$ cat config.mk
export PLATFORM = sky130hd
export DESIGN_NAME = fetch_sequencer
export DESIGN_NICKNAME = d
export VERILOG_FILES = /design/src/rtl/fetch_pkg.sv /design/src/rtl/fetch_sequencer_branch_eval.sv /design/src/rtl/fetch_sequencer.sv
export SDC_FILE = /design/constraint.sdc
export NUM_CORES = 1
export LEC_CHECK = 0
export CAP_MARGIN = 20
export CORE_MARGIN = 3
export CORE_UTILIZATION = 39
export CTS_CLUSTER_DIAMETER = 200
export CTS_CLUSTER_SIZE = 12
export DETAILED_ROUTE_END_ITERATION = 8
export GPL_TIMING_DRIVEN = 0
export PLACE_DENSITY = 0.87
export SLEW_MARGIN = 40
export SYNTH_ARGS = -nofsm -noshare
export SYNTH_HDL_FRONTEND = slang
export SYNTH_SLANG_ARGS = --single-unit
$ cat constraint.sdc
create_clock -name clk -period 2 [get_ports clk]
set_clock_uncertainty 0.15 [all_clocks]
set_input_delay 0.3 -clock clk [delete_from_list [all_inputs] [get_ports clk]]
set_output_delay 0.3 -clock clk [all_outputs]
set_load 0.02 [all_outputs]
$ cat src/rtl/fetch_pkg.sv
// Shared definitions for the instruction-fetch sequencer: state encoding,
// control-flow opcodes and status flag positions.
package fetch_pkg;

    localparam int INSTR_OPC_W = 7;

    typedef enum logic [1:0] {
        FETCH  = 2'd0,
        EXEC   = 2'd1,
        HALTED = 2'd2
    } state_t;

    localparam logic [INSTR_OPC_W-1:0] DP_OP_MAX = 7'b0111111;
    localparam logic [INSTR_OPC_W-1:0] OP_JMP    = 7'b1000000;
    localparam logic [INSTR_OPC_W-1:0] OP_JEQ    = 7'b1000001;
    localparam logic [INSTR_OPC_W-1:0] OP_JNE    = 7'b1000010;
    localparam logic [INSTR_OPC_W-1:0] OP_JGT    = 7'b1000011;
    localparam logic [INSTR_OPC_W-1:0] OP_JLT    = 7'b1000100;
    localparam logic [INSTR_OPC_W-1:0] OP_JGE    = 7'b1000101;
    localparam logic [INSTR_OPC_W-1:0] OP_JLE    = 7'b1000110;
    localparam logic [INSTR_OPC_W-1:0] OP_JCS    = 7'b1000111;
    localparam logic [INSTR_OPC_W-1:0] OP_JVS    = 7'b1001000;
    localparam logic [INSTR_OPC_W-1:0] OP_HALT   = 7'b1111111;

    localparam int Z_BIT = 3;
    localparam int N_BIT = 2;
    localparam int C_BIT = 1;
    localparam int V_BIT = 0;

endpackage

$ cat src/rtl/fetch_sequencer_branch_eval.sv
// Combinational jump decode: flags whether an opcode is a jump and whether
// it is taken against the current status flags.
module branch_eval
    import fetch_pkg::*;
#(
    parameter int OPC_W = 7
) (
    input  logic [OPC_W-1:0] opcode,
    input  logic [3:0]       status,
    output logic             is_jump,
    output logic             taken
);

    logic z, n, c, v;

    assign z = status[Z_BIT];
    assign n = status[N_BIT];
    assign c = status[C_BIT];
    assign v = status[V_BIT];

    always_comb begin
        is_jump = (opcode >= OP_JMP) && (opcode <= OP_JVS);
        taken   = 1'b0;
        case (opcode)
            OP_JMP:  taken = 1'b1;
            OP_JEQ:  taken = z;
            OP_JNE:  taken = !z;
            OP_JGT:  taken = !z && !n;
            OP_JLT:  taken = n;
            OP_JGE:  taken = !n;
            OP_JLE:  taken = z || n;
            OP_JCS:  taken = c;
            OP_JVS:  taken = v;
            default: taken = 1'b0;
        endcase
    end

endmodule

$ cat src/rtl/fetch_sequencer.sv
// Program counter and fetch/execute sequencer in front of the control unit;
// resolves jumps locally and stops on HALT until reset.
module fetch_sequencer
    import fetch_pkg::*;
#(
    parameter int PC_W  = 8,
    parameter int OPC_W = 7,
    parameter int K_W   = 8
) (
    input  logic                 clk,
    input  logic                 rst,
    output logic                 imem_req,
    output logic [PC_W-1:0]      imem_addr,
    input  logic                 imem_ack,
    input  logic [OPC_W+K_W-1:0] imem_rdata,
    input  logic [3:0]           status,
    output logic [OPC_W-1:0]     opcode,
    output logic [K_W-1:0]       literal,
    output logic                 instr_valid,
    output logic                 halted,
    output logic [PC_W-1:0]      pc
);

    localparam int IW = OPC_W + K_W;

    state_t          state, state_next;
    logic [PC_W-1:0] pc_next;
    logic [IW-1:0]   ir, ir_next;
    logic [OPC_W-1:0] ir_opc;
    logic [K_W-1:0]  ir_k;
    logic            is_jump, taken;

    assign ir_opc = ir[IW-1:K_W];
    assign ir_k   = ir[K_W-1:0];

    branch_eval #(.OPC_W(OPC_W)) u_branch_eval (
        .opcode  (ir_opc),
        .status  (status),
        .is_jump (is_jump),
        .taken   (taken)
    );

    always_ff @(posedge clk or posedge rst) begin
        if (rst) begin
            state <= FETCH;
            pc    <= '0;
            ir    <= '0;
        end else begin
            state <= state_next;
            pc    <= pc_next;
            ir    <= ir_next;
        end
    end

    // Status is sampled in EXEC so a jump sees the flags written back by the
    // preceding datapath instruction.
    always_comb begin
        state_next = state;
        pc_next    = pc;
        ir_next    = ir;
        case (state)
            FETCH: begin
                if (imem_ack) begin
                    ir_next    = imem_rdata;
                    state_next = EXEC;
                end
            end
            EXEC: begin
                state_next = FETCH;
                if (ir_opc == OP_HALT) begin
                    state_next = HALTED;
                end else if (is_jump && taken) begin
                    pc_next = ir_k[PC_W-1:0];
                end else begin
                    pc_next = pc + PC_W'(1);
                end
            end
            HALTED: begin
                state_next = HALTED;
            end
            default: begin
                state_next = FETCH;
            end
        endcase
    end

    assign imem_req    = (state == FETCH);
    assign imem_addr   = pc;
    assign instr_valid = (state == EXEC) && (ir_opc <= DP_OP_MAX);
    assign halted      = (state == HALTED);
    assign opcode      = ir_opc;
    assign literal     = ir_k;

endmodule

==> impl_metrics.py <==
metrics = {
    "status": {
        "outcome": "finished clean",
    },
    "floorplan": {
        "die_h_um": 65.9,
        "initial_utilization_pct": 41.2,
        "ios": 56,
        "die-area_sq_um": 4340,
        "fp.coreArea_sq_um": 3390,
        "rows": 21,
        "die_w_um": 65.9,
    },
    "final_layout": {
        "stdcell_area_sq_um": 2090,
        "layout_common_cells": "clkdlybuf4s50_1, nand2_1, dfrtp_1, buf_4, mux2_2",
        "layout-drive-gt1-share_pct": 27.3,
        "fin_util_pct": 61.6,
        "syn_to_final_growth_pct": 49.5,
        "num_antenna_cells": 0,
        "layout.cells.non_filler": 244,
        "nets": 222,
        "final_common_cell": "clkdlybuf4s50_1",
    },
    "cts": {
        "clock_latency_ns": 0.33,
        "cts_made_buffers": 3,
        "cts_sinks": 25,
        "htree_num_levels": 1,
        "holdBufCountCts": 0,
        "clock-root-buffer": "clkbuf_4",
        "clock_path_buffers": 2,
        "path_clk_slew_ns": 0.15,
        "cts_tree": "built",
    },
    "yosys": {
        "synth_area_leaders": "dfrtp_1, mux2_2, buf_4, nand2_1, o211ai_1",
        "ys_seq_area_share_pct": 44.8,
        "synth_top_area_share_pct": 44.8,
        "synth_nets": 157,
        "synth_warnings": 0,
        "synth_top_cell_by_area": "dfrtp_1",
        "synth.distinct_cells": 37,
        "syn_area_sq_um": 1400,
        "ys_ff_latch": 25,
        "avgSynthCellArea_sq_um": 10.4,
        "synthCells": 134,
    },
    "detailed_routing": {
        "routed_wirelength_mm": 3.39,
        "num_vias": 1199,
        "drt_iter0_drc": 44,
        "drc": 0,
        "drtPass1Iterations": 4,
        "wl_per_cell_um": 13.9,
        "drtAntennaViolNets": 0,
        "vias_per_cell": 4.91,
    },
    "placed_design": {
        "numPortBuffers": 55,
        "place_inst": 235,
        "dp_hpwl_mm": 2.51,
        "place_congestion": 0.787,
        "placed_area_sq_um": 2010,
    },
    "timing": {
        "hold_ws_ns": 0.151,
        "slew_viol_final": 0,
        "hold_violations": 0,
        "timing.fmax_ghz": 0.514,
        "fin_crit_ns": 1.95,
        "period_share_pct": 97.4,
        "finalSetupViolCount": 0,
        "rsz0062_at_grt": "no",
        "tightest_slew_ns": 0.512,
        "slew_headroom_pct": 65.8,
    },
    "power_and_ir_drop": {
        "power_mw": 1.95,
        "pwr-share-seq_pct": 37.8,
        "sw_frac_of_total_pct": 38.0,
        "pwr-share-clk_pct": 12.5,
        "intPower_mw": 1.21,
        "p_leak_nw": 0.851,
        "p_comb_share_pct": 49.7,
        "power.switching_mw": 0.740,
        "power_density_nw_per_um2": 933,
        "ir_worst_vdd_mv": 0.551,
    },
    "worst_setup_path": {
        "crit-reg2reg-launch": "ir[9]$_DFFE_PP0P_",
        "crit_start": "status[2]",
        "critPathKind": "in -> reg",
        "crit_slowest_cell": "clkdlybuf4s50_1",
        "path_depth": 7,
        "cp-endpoint": "imem_addr[3]$_DFFE_PP0P_",
        "critPathBufInv": 2,
        "cpPeakStageDelay_ns": 0.42,
        "r2r_end": "imem_addr[3]$_DFFE_PP0P_",
        "crit_chain": "clkdlybuf4s50_1 -> nand2b_1 -> a21oi_2 -> o2111ai_4 -> or2_1 -> buf_6 -> o311a_1",
        "crit_arrival_ns": 2.04,
        "startpoint_type": "primary input",
        "required_ns": 2.09,
        "end_kind": "flip-flop",
        "cp_top_family": "compound AO/OA/AOI/OAI gates",
        "reg2reg_slack_ns": 0.06,
        "rr_worst_depth": 5,
        "crit_fanout": 10,
    },
    "grt": {
        "track_usage_pct": 16.6,
        "antenna_found_initial": 0,
        "met1_usage_pct": 22.3,
        "grt_max_degree": 26,
        "grt_overflow": 0,
        "met2_usage_pct": 27.7,
        "grt_pass1_wl_mm": 5.58,
        "grt_pass1_vias": 1158,
        "busiest_layer": "met2",
        "use_met3_pct": 2.04,
    },
    "job": {
        "maxCapViolCount": 0,
    },
    "min_path": {
        "hold_class": "in -> async",
    },
}
[power groups by stage]
stage / Clock, mW / Combinational [mW] / Sequential [mW]
final: 0.245 / 0.968 / 0.737
after global routing: 0.260 / 1.04 / 0.762
after CTS: 0.245 / 0.924 / 0.740
after detailed placement: 0 / 0.916 / 0.746
after global placement: 0 / 0.898 / 0.741
after floorplan: 0 / 0.422 / 0.830
[worst min-delay path by stage]
stage	to	slack [ns]	depth (start not counted)
after CTS	ir[7]$_DFFE_PP0P_	0.17	2
final	ir[7]$_DFFE_PP0P_	0.15	2
after detailed placement	ir[2]$_DFFE_PP0P_	0.38	1
after global placement	ir[3]$_DFFE_PP0P_	0.37	1
after floorplan	imem_addr[0]$_DFFE_PP0P_	0.18	1
after global routing	ir[7]$_DFFE_PP0P_	0.19	2
[synth_stat cells, drive strengths merged]
cell	instances
nand3	1
a41oi	2
dfrtp	25
inv	5
or2	2
o2111ai	1
nand4	2
or2b	1
mux2	12
o21ai	7
a41o	1
buf	12
nor3b	1
and4	2
a31oi	1
ha	1
o31a	1
nor3	4
nor2b	4
nor2	6
a211o	1
o211ai	6
nand2b	2
a21oi	3
and2	6
o21bai	1
o22ai	6
o311a	1
nand2	17
[cells by family (layout without fill, tap and decap cells)]
kind of cell / Yosys count / after routing / synth area share, %
and+or+nand+nor: 48 / 48 / 18.1
AOI/OAI and AO/OA: 31 / 31 / 18.9
DFF: 25 / 25 / 44.8
buffers and inverters: 17 / 81 / 7.70
muxes: 12 / 12 / 9.67
adders and majority gates: 1 / 1 / 0.895
[routing by layer]
layer	wire, um	vias up
met5	0	-
met4	47	0
met3	74	5
met2	1730	24
met1	1540	562
li1	-	608
[layout make-up]
type                            instances  area, sq um
Inverter                                5         18.8
Timing Repair Buffer                   60          592
Multi-Input combinational cell         92          664
Tap cell                               46         57.6
Fill cell                             282         1300
Clock buffer                            3         22.5
Buffer                                 12         88.8
Sequential cell                        25          638
Clock inverter                          1         7.51
[worst register-to-register path: stages, from the launching register on]
cell	delay, ns
dfrtp_2	0.48
o21ai_1	0.24
o2111ai_4	0.25
or2_1	0.29
buf_6	0.14
o311a_1	0.31
[registers in the layout, indices dropped and copies added (netlist names)]
register / flops
imem_addr: 8
state: 2
ir: 15
[through the flow]
step	setup slack (ns)	TNS [ns]
2_1_floorplan	0.00674	0
3_3_place_gp	-0.322	-1.13
3_5_place_dp	-0.353	-1.41
4_1_cts	0.00638	0
5_1_grt	0.00408	0
6_report	0.0527	0
[what timing repair did]
item	4_1_cts	5_1_grt
setup buffers	1	4
resized for setup	6	8
pin swaps	1	0
endpoints found under the hold margin	0	0
setup endpoints to repair	5	10
No activity file was read; power rests on OpenSTA's default activity.
